[src/rtl/ps2_scancode_xlat_if.sv]
// ps2_scancode_xlat_if: FIFO-side and CPU-side signals of the scancode translator
interface ps2_scancode_xlat_if;
    logic [7:0] kbd_fifo_top;
    logic       kbd_rx_empty;
    logic       kbd_pop;
    logic       enable;
    logic       flush;
    logic       ack;
    logic [7:0] scan_code;
    logic       irq;

    modport master (
        output kbd_fifo_top, kbd_rx_empty, enable, flush, ack,
        input  kbd_pop, scan_code, irq
    );

    modport slave (
        input  kbd_fifo_top, kbd_rx_empty, enable, flush, ack,
        output kbd_pop, scan_code, irq
    );
endinterface

[src/rtl/ps2_scancode_xlat.sv]
// ps2_scancode_xlat: pops PS/2 set-2 bytes and presents XT set-1 codes with a level IRQ1 request
module ps2_scancode_xlat #(
    parameter bit TRANSLATE = 1'b1
) (
    input  logic                 busclk,
    input  logic                 rst_n,
    ps2_scancode_xlat_if.slave   bus
);
    typedef enum logic [1:0] {IDLE, POP, XLATE, HOLD} state_t;

    // Standard 8042 set-2 to set-1 table for bytes 00..7F
    localparam logic [6:0] SET1 [128] = '{
        7'h7f, 7'h43, 7'h41, 7'h3f, 7'h3d, 7'h3b, 7'h3c, 7'h58,
        7'h64, 7'h44, 7'h42, 7'h40, 7'h3e, 7'h0f, 7'h29, 7'h59,
        7'h65, 7'h38, 7'h2a, 7'h70, 7'h1d, 7'h10, 7'h02, 7'h5a,
        7'h66, 7'h71, 7'h2c, 7'h1f, 7'h1e, 7'h11, 7'h03, 7'h5b,
        7'h67, 7'h2e, 7'h2d, 7'h20, 7'h12, 7'h05, 7'h04, 7'h5c,
        7'h68, 7'h39, 7'h2f, 7'h21, 7'h14, 7'h13, 7'h06, 7'h5d,
        7'h69, 7'h31, 7'h30, 7'h23, 7'h22, 7'h15, 7'h07, 7'h5e,
        7'h6a, 7'h72, 7'h32, 7'h24, 7'h16, 7'h08, 7'h09, 7'h5f,
        7'h6b, 7'h33, 7'h25, 7'h17, 7'h18, 7'h0b, 7'h0a, 7'h60,
        7'h6c, 7'h34, 7'h35, 7'h26, 7'h27, 7'h19, 7'h0c, 7'h61,
        7'h6d, 7'h73, 7'h28, 7'h74, 7'h1a, 7'h0d, 7'h62, 7'h6e,
        7'h3a, 7'h36, 7'h1c, 7'h1b, 7'h75, 7'h2b, 7'h63, 7'h76,
        7'h55, 7'h56, 7'h77, 7'h78, 7'h79, 7'h7a, 7'h0e, 7'h7b,
        7'h7c, 7'h4f, 7'h7d, 7'h4b, 7'h47, 7'h7e, 7'h7f, 7'h6f,
        7'h52, 7'h53, 7'h50, 7'h4c, 7'h4d, 7'h48, 7'h01, 7'h45,
        7'h57, 7'h4e, 7'h51, 7'h4a, 7'h37, 7'h49, 7'h46, 7'h54
    };

    state_t     state_q, state_d;
    logic [7:0] byte_q, byte_d;
    logic [7:0] scan_code_q, scan_code_d;
    logic       brk_q, brk_d;
    logic       kbd_pop_q, kbd_pop_d;
    logic       irq_q, irq_d;
    logic [6:0] xlat;

    assign xlat          = (byte_q == 8'h83) ? 7'h41 : SET1[byte_q[6:0]];
    assign bus.kbd_pop   = kbd_pop_q;
    assign bus.irq       = irq_q;
    assign bus.scan_code = scan_code_q;

    // Next-state logic: fetch, translate, hold until ack; flush overrides everything
    always_comb begin
        state_d     = state_q;
        byte_d      = byte_q;
        scan_code_d = scan_code_q;
        brk_d       = brk_q;
        irq_d       = irq_q;
        kbd_pop_d   = 1'b0;
        case (state_q)
            IDLE: if (bus.enable && !bus.kbd_rx_empty) begin
                byte_d    = bus.kbd_fifo_top;
                kbd_pop_d = 1'b1;
                state_d   = POP;
            end
            POP: state_d = XLATE;
            XLATE: begin
                state_d     = HOLD;
                irq_d       = 1'b1;
                scan_code_d = byte_q;
                if (TRANSLATE) begin
                    if (byte_q == 8'hF0) begin
                        brk_d       = 1'b1;
                        state_d     = IDLE;
                        irq_d       = 1'b0;
                        scan_code_d = scan_code_q;
                    end else if (byte_q != 8'hE0 && byte_q != 8'hE1) begin
                        brk_d       = 1'b0;
                        scan_code_d = (!byte_q[7] || byte_q == 8'h83) ? {brk_q, xlat} : byte_q;
                    end
                end
            end
            HOLD: if (bus.ack) begin
                irq_d   = 1'b0;
                state_d = IDLE;
            end
        endcase
        if (bus.flush) begin
            state_d     = IDLE;
            irq_d       = 1'b0;
            brk_d       = 1'b0;
            kbd_pop_d   = 1'b0;
            scan_code_d = scan_code_q;
        end
    end

    // State and output registers
    always_ff @(posedge busclk or negedge rst_n) begin
        if (!rst_n) begin
            state_q     <= IDLE;
            byte_q      <= 8'h00;
            scan_code_q <= 8'h00;
            brk_q       <= 1'b0;
            kbd_pop_q   <= 1'b0;
            irq_q       <= 1'b0;
        end else begin
            state_q     <= state_d;
            byte_q      <= byte_d;
            scan_code_q <= scan_code_d;
            brk_q       <= brk_d;
            kbd_pop_q   <= kbd_pop_d;
            irq_q       <= irq_d;
        end
    end
endmodule

[src/flat_wrapper.sv]
// flat-port wrapper written by rule: the top's interface ports become plain ports
module ps2_scancode_xlat_flat 
#(
    parameter bit TRANSLATE = 1'b1
)
  (busclk, rst_n, bus_kbd_fifo_top, bus_kbd_rx_empty, bus_enable, bus_flush, bus_ack, bus_kbd_pop, bus_scan_code, bus_irq);
  ps2_scancode_xlat_if bus_i ();
  input  logic busclk;
  input  logic rst_n;
  input wire logic [$bits(bus_i.kbd_fifo_top)-1:0] bus_kbd_fifo_top;
  input wire logic [$bits(bus_i.kbd_rx_empty)-1:0] bus_kbd_rx_empty;
  input wire logic [$bits(bus_i.enable)-1:0] bus_enable;
  input wire logic [$bits(bus_i.flush)-1:0] bus_flush;
  input wire logic [$bits(bus_i.ack)-1:0] bus_ack;
  output wire logic [$bits(bus_i.kbd_pop)-1:0] bus_kbd_pop;
  output wire logic [$bits(bus_i.scan_code)-1:0] bus_scan_code;
  output wire logic [$bits(bus_i.irq)-1:0] bus_irq;
  assign bus_i.kbd_fifo_top = bus_kbd_fifo_top;
  assign bus_i.kbd_rx_empty = bus_kbd_rx_empty;
  assign bus_i.enable = bus_enable;
  assign bus_i.flush = bus_flush;
  assign bus_i.ack = bus_ack;
  assign bus_kbd_pop = bus_i.kbd_pop;
  assign bus_scan_code = bus_i.scan_code;
  assign bus_irq = bus_i.irq;
  ps2_scancode_xlat #(.TRANSLATE(TRANSLATE)) u_core (.busclk(busclk), .rst_n(rst_n), .bus(bus_i));
endmodule
[config.mk]
export PLATFORM = sky130hd
export DESIGN_NAME = ps2_scancode_xlat_flat
export DESIGN_NICKNAME = d
export VERILOG_FILES = /design/src/rtl/ps2_scancode_xlat_if.sv /design/src/rtl/ps2_scancode_xlat.sv /design/src/flat_wrapper.sv
export SDC_FILE = /design/constraint.sdc
export NUM_CORES = 1
export LEC_CHECK = 0
export CORE_ASPECT_RATIO = 0.9
export CORE_UTILIZATION = 35
export CTS_BUF_LIST = sky130_fd_sc_hd__clkbuf_4 sky130_fd_sc_hd__clkbuf_8
export DETAILED_ROUTE_END_ITERATION = 8
export GPL_ROUTABILITY_DRIVEN = 0
export HOLD_SLACK_MARGIN = 0.08
export PLACE_DENSITY = 0.55
export SETUP_SLACK_MARGIN = 0.1
export SYNTH_ARGS = -nofsm -noshare
export SYNTH_HDL_FRONTEND = slang
export SYNTH_SLANG_ARGS = --single-unit
[constraint.sdc]
create_clock -name busclk -period 2.9 [get_ports busclk]
set_input_delay 0.29 -clock busclk [delete_from_list [all_inputs] [get_ports busclk]]
set_output_delay 0.29 -clock busclk [all_outputs]
set_load 0.02 [all_outputs]
---- After elaboration in Yosys (flattened, before gate mapping) ----
Memory sizes are Yosys's and may differ from the RTL's.
Index checks and enable logic that the tools add are counted.
word-level totals
  memory bits (read-only) ................. 896
  output and inout bits ................... 10
  word-level logic and storage cells ...... 55
  register bits after elaboration ......... 21
  memories kept ........................... 1
  input bits .............................. 14
memory list
  memory            depth  bits a word  read ports  clocked after Yosys merged registers in  write ports  RTL line                 RTL
  (name not given)  128    7            1           0                                        0            ps2_scancode_xlat.sv:39  assign xlat = (byte_q == 8'h83) ? 7'h41 : SET1[byte_q[6:0]];
cells by class
  bitwise gates (word level) .............. 3
  magnitude comparators ................... 1
  multiplexer cells ....................... 21
  equality and inequality tests ........... 9
  reduce and logical (&&, ||, !) cells .... 14
operators by type and width
  kind                                                             number
  7-bit 2-to-1 mux                                                 3
  8-bit == test, second input constant                             2
  8-bit 2-to-1 mux                                                 2
  8-bit != test, second input constant                             2
  1-bit 2-to-1 mux                                                 10
  8-bit greater-or-equal comparator, second input constant         1
  2-bit 2-to-1 mux                                                 4
  7-bit NOT with 8-bit output                                      1
  2-bit case mux with 4 select lines                               1
  2-bit AND reduction                                              4
  3-bit nonzero test                                               2
  2-bit == test, second input constant                             2
  3-bit by 2-bit != test with 1-bit output, second input constant  1
  3-bit != test, second input constant                             1
  3-bit AND reduction                                              1
  2-bit by 1-bit == test with 1-bit output, second input constant  1
  1-bit logical AND                                                2
  1-bit logical NOT                                                2
  2-bit logical NOT                                                1
  1-bit NOT                                                        2
  1-bit case mux with 2 select lines                               1
  2-bit nonzero test                                               1
  1-bit logical OR                                                 1

---- Depth between registers and ports, before layout ----
  depth after elaboration ................. 7
  mapped depth ............................ 10
  gate-level depth less buffers ........... 7

---- Worst setup path after synthesis ----
OpenSTA, ideal clock, no wires.
  path kind ............................... reg2reg
  from .................................... reg u_core.byte_q[0]
  to ...................................... reg u_core.scan_code_q[1] (netlist: u_core.bus.scan_code[1])
  setup slack ............................. 373 ps
  path buffers ............................ 2
  arrival time ............................ 2403 ps
  stages on the path, launching flop included .. 9
  data required time ...................... 2776 ps
  setup time .............................. 124 ps
  cells stage by stage .................... dfrtp_1 -> clkbuf_1 -> inv_1 -> ha_1 -> clkbuf_1 -> nand2b_1 -> a2111oi_1 -> a2111oi_2 -> o31a_1
between the ends
  cells in the longest elaborated chain, start to end .. 7
  elaborated cells on any way between the ends .. 15
  those cells by class .................... 4 x eq/ne; 5 x mux; 2 x bitwise; 3 x reduce/logical; 1 x memory
RTL lines
  element                                              RTL line                  RTL
  from (decl)                                          ps2_scancode_xlat.sv:32   logic [7:0] byte_q, byte_d;
  from (signal assigned)                               ps2_scancode_xlat.sv:100  byte_q <= byte_d;
  7-bit NOT with 8-bit output (implied by the code)    ps2_scancode_xlat.sv:39
  memory 128 x 7 bit                                   --
  7-bit 2-to-1 mux (implied by the code) (2 in a row)  ps2_scancode_xlat.sv:39
  7-bit 2-to-1 mux                                     ps2_scancode_xlat.sv:39
  8-bit 2-to-1 mux                                     ps2_scancode_xlat.sv:71   scan_code_d = (!byte_q[7] || byte_q == 8'h83) ? {brk_q, xlat} : byte_q;
  8-bit 2-to-1 mux                                     ps2_scancode_xlat.sv:69   end else if (byte_q != 8'hE0 && byte_q != 8'hE1) begin
  to (signal assigned)                                 ps2_scancode_xlat.sv:101  scan_code_q <= scan_code_d;
  to (decl)                                            ps2_scancode_xlat.sv:33   logic [7:0] scan_code_q, scan_code_d;
Parallel ways exist; a longest one is shown, timed or not. The select of a mux whose other input is x is not followed.
A chain may end at the register's enable or synchronous reset.

---- Worst setup path after layout ----
  from .................................... reg u_core.byte_q[0]
  to ...................................... reg u_core.scan_code_q[0] (netlist: u_core.bus.scan_code[0])
The elaborated chain is that of the path after synthesis.

==> reports/qor.yml <==
post-cts-setup-buffers: 0
synth_edf_count: 0
period_minus_slack_ns: 2.47
start_util_pct: 36.6
grt_max_degree: 46
antenna_found_initial: 0
clkLatencyLatePin_ns: 0.26
worstRegToRegCells: 7
power_uw: 2040
required_ns: 3.10
met1_usage_pct: 36.8
synth_flop_cell: "dfrtp_1"
p_leak_uw: 0.00106
port-buffer-count: 23
clock-sinks: 21
cts_buffers: 3
cts_buffer_depth: 2
yosys_warnings: 0
cts_max_level: 1
ys_async_sr_fraction_pct: 100
wl_um: 8200
endpoint_kind: "register"
synth_nets: 346
relSlewSlack_pct: 60.0
power.density_nw_per_um2: 726
fin_tns_setup_ns: 0
crit_start: "u_core.byte_q[0]"
root_buffer: "clkbuf_8"
drc_errors: 0
insertedDiodeCount: 0
cp.arrival_ns: 2.67
syn_avg_cell_area_um2: 7.48
io_pins: 24
area_growth_pct: 16.3
hpwl_um: 5900
dpl_worst_slack_ns: 0.517
top_usage_layer: "met1"
r2r-end: "u_core.bus.scan_code[0]"
ys_seq_area_share_pct: 21.7
rsz0062_at_grt: "no"
drt_first_pass_iters: 4
netlist_area_um2: 2420
nets: 362
ys_top_cells_by_area: "dfrtp_1, o21ai_0, a21oi_1"
endpoint: "u_core.bus.scan_code[0]"
ant_nets: 0
clock.fmax_ghz: 0.405
r2r-start: "u_core.byte_q[0]"
drv_slew: 0
grt-ovfl-total: 0
postSynthCellCount: 324
yosysTopAreaCell: "dfrtp_1"
holdBufCountCts: 0
cp-start-kind: "register"
status: "finished, final reports clean"
drive_above_1_share_pct: 8.55
ys_ff_latch: 21
crit_type: "register to register"
hp-class: "primary input to asynchronous set/reset pin"
placeableCoreArea_um2: 6620
setup_slack_ns: 0.431
peakVddDrop_mv: 0.404
finalHoldViolCount: 0
die_w_um: 89.7
num_rows: 28
cp_max_fo: 17
synth_common_cells: "nand2_1, o21ai_0, a21oi_1"
grt_pass1_vias: 2366
cts_tree: "done"
clock_skew_ns: 0.00784
path_clk_slew_ns: 0.08
period_share_pct: 85.1
die_h_um: 80.9
ff2ff_setup_slack_ns: 0.43
grtUsageMet2_pct: 33.4
vias_per_cell: 6.10
drt_iter0_drc: 323
ys_types: 63
worstMarginPinSlew_ns: 0.600
die_area_um2: 7260
vias: 2615
filler_cell_count: 669
setup_viol: 0
cts-resized-gates: 0
grt_pass1_wl_um: 13200
drv_cap: 0
wl_per_cell_um: 19.1
synth_top_area_share_pct: 21.7
grt_usage_pct: 23.9
use_met3_pct: 5.08
## logic make-up (layout without fill, tap and decap cells)
logic type | count (synthesis) | count (layout) | share of synthesized area (%)
buf+inv | 43 | 58 | 7.90
simple gates | 113 | 113 | 24.4
xor+xnor | 1 | 1 | 0.362
flops | 21 | 21 | 21.7
compound gates | 129 | 129 | 35.5
mux | 9 | 9 | 5.94
fa+ha+maj | 8 | 8 | 4.13
## sequential cells by signal (all words and copies together) (netlist names)
signal and count:
u_core.byte_q 8, u_core.bus.irq 1, u_core.state_q 2, u_core.bus.kbd_pop 1, u_core.brk_q 1, u_core.bus.scan_code 8
## per-layer routing
layer	part of all wire [%]	routed length, um	vias to the layer above
li1	-	-	1241
met1	47	3880	1219
met2	42	3430	140
met3	8.6	706	15
met4	2.2	181	0
met5	0	0	-
## layout make-up
| class | instances | area, um2 | area share, % |
|---|---|---|---|
| Tap cell | 90 | 113 | 4.00 |
| Sequential cell | 21 | 527 | 18.7 |
| Inverter | 14 | 52.6 | 1.87 |
| Clock inverter | 1 | 7.51 | 0.267 |
| Clock buffer | 3 | 41.3 | 1.47 |
| Multi-Input combinational cell | 260 | 1710 | 60.6 |
| Timing Repair Buffer | 40 | 370 | 13.1 |
## through the flow
stage	instance area [um2]	std cells	util, %	hold slack, ns
floorplan	2420	324	-	-0.00559
global placement	2770	425	41.8	0.471
detailed placement	2770	425	41.8	0.486
CTS	2820	429	42.5	0.383
global route	2820	429	42.5	0.410
finish	2820	429	42.5	0.374
## placed cells by master (no fill, tap or decap), types with 2 or more instances in the layout
cell / n
and2_1: 4
o2111a_1: 2
ha_1: 8
a311oi_1: 3
clkdlybuf4s50_1: 23
nand3_1: 8
o221ai_1: 2
mux2i_1: 5
a22oi_1: 3
a311o_1: 2
nand2b_1: 14
a211o_1: 2
nor3_1: 7
o31ai_1: 4
a21boi_0: 2
nand3b_1: 5
o211ai_1: 8
a31oi_1: 9
a211oi_1: 4
or3_1: 4
nor2_1: 18
inv_1: 14
o21ai_1: 6
a21o_1: 4
dfrtp_1: 20
a221oi_1: 3
o2111ai_1: 2
o311ai_0: 2
nand4_1: 2
mux4_2: 3
nand2_1: 30
a21oi_1: 25
nor2b_1: 12
o21ai_0: 30
buf_4: 16
clkbuf_8: 3
o41ai_1: 2
## report_power, final
| part | total (uW) | switching (uW) | internal, uW | leakage [uW] |
|---|---|---|---|---|
| clock | 197 | 99.7 | 97.0 | 0.0000217 |
| sequential | 486 | 118 | 367 | 0.000266 |
| combinational | 1360 | 796 | 566 | 0.000768 |
## how the worst min path moves through the flow
| stage | end | from | cells past startpoint | slack, ns |
|---|---|---|---|---|
| global route | u_core.state_q[1] | rst_n | 2 | 0.41 |
| finish | u_core.state_q[1] | rst_n | 2 | 0.37 |
| CTS | u_core.bus.scan_code[0] | rst_n | 2 | 0.38 |
| detailed placement | u_core.bus.scan_code[7] | u_core.bus.scan_code[7] | 2 | 0.49 |
| global placement | u_core.bus.scan_code[7] | u_core.bus.scan_code[7] | 2 | 0.47 |
| floorplan | u_core.brk_q | rst_n | 0 | -0.006 |
## critical path, cell delays in order (launching register included)
cell	delay [ns]
dfrtp_1	0.38
buf_4	0.20
ha_1	0.34
nand2b_1	0.26
and2_0	0.21
mux4_2	0.46
a221oi_1	0.33
a32o_1	0.22
Power figures use the tool's default switching activity.
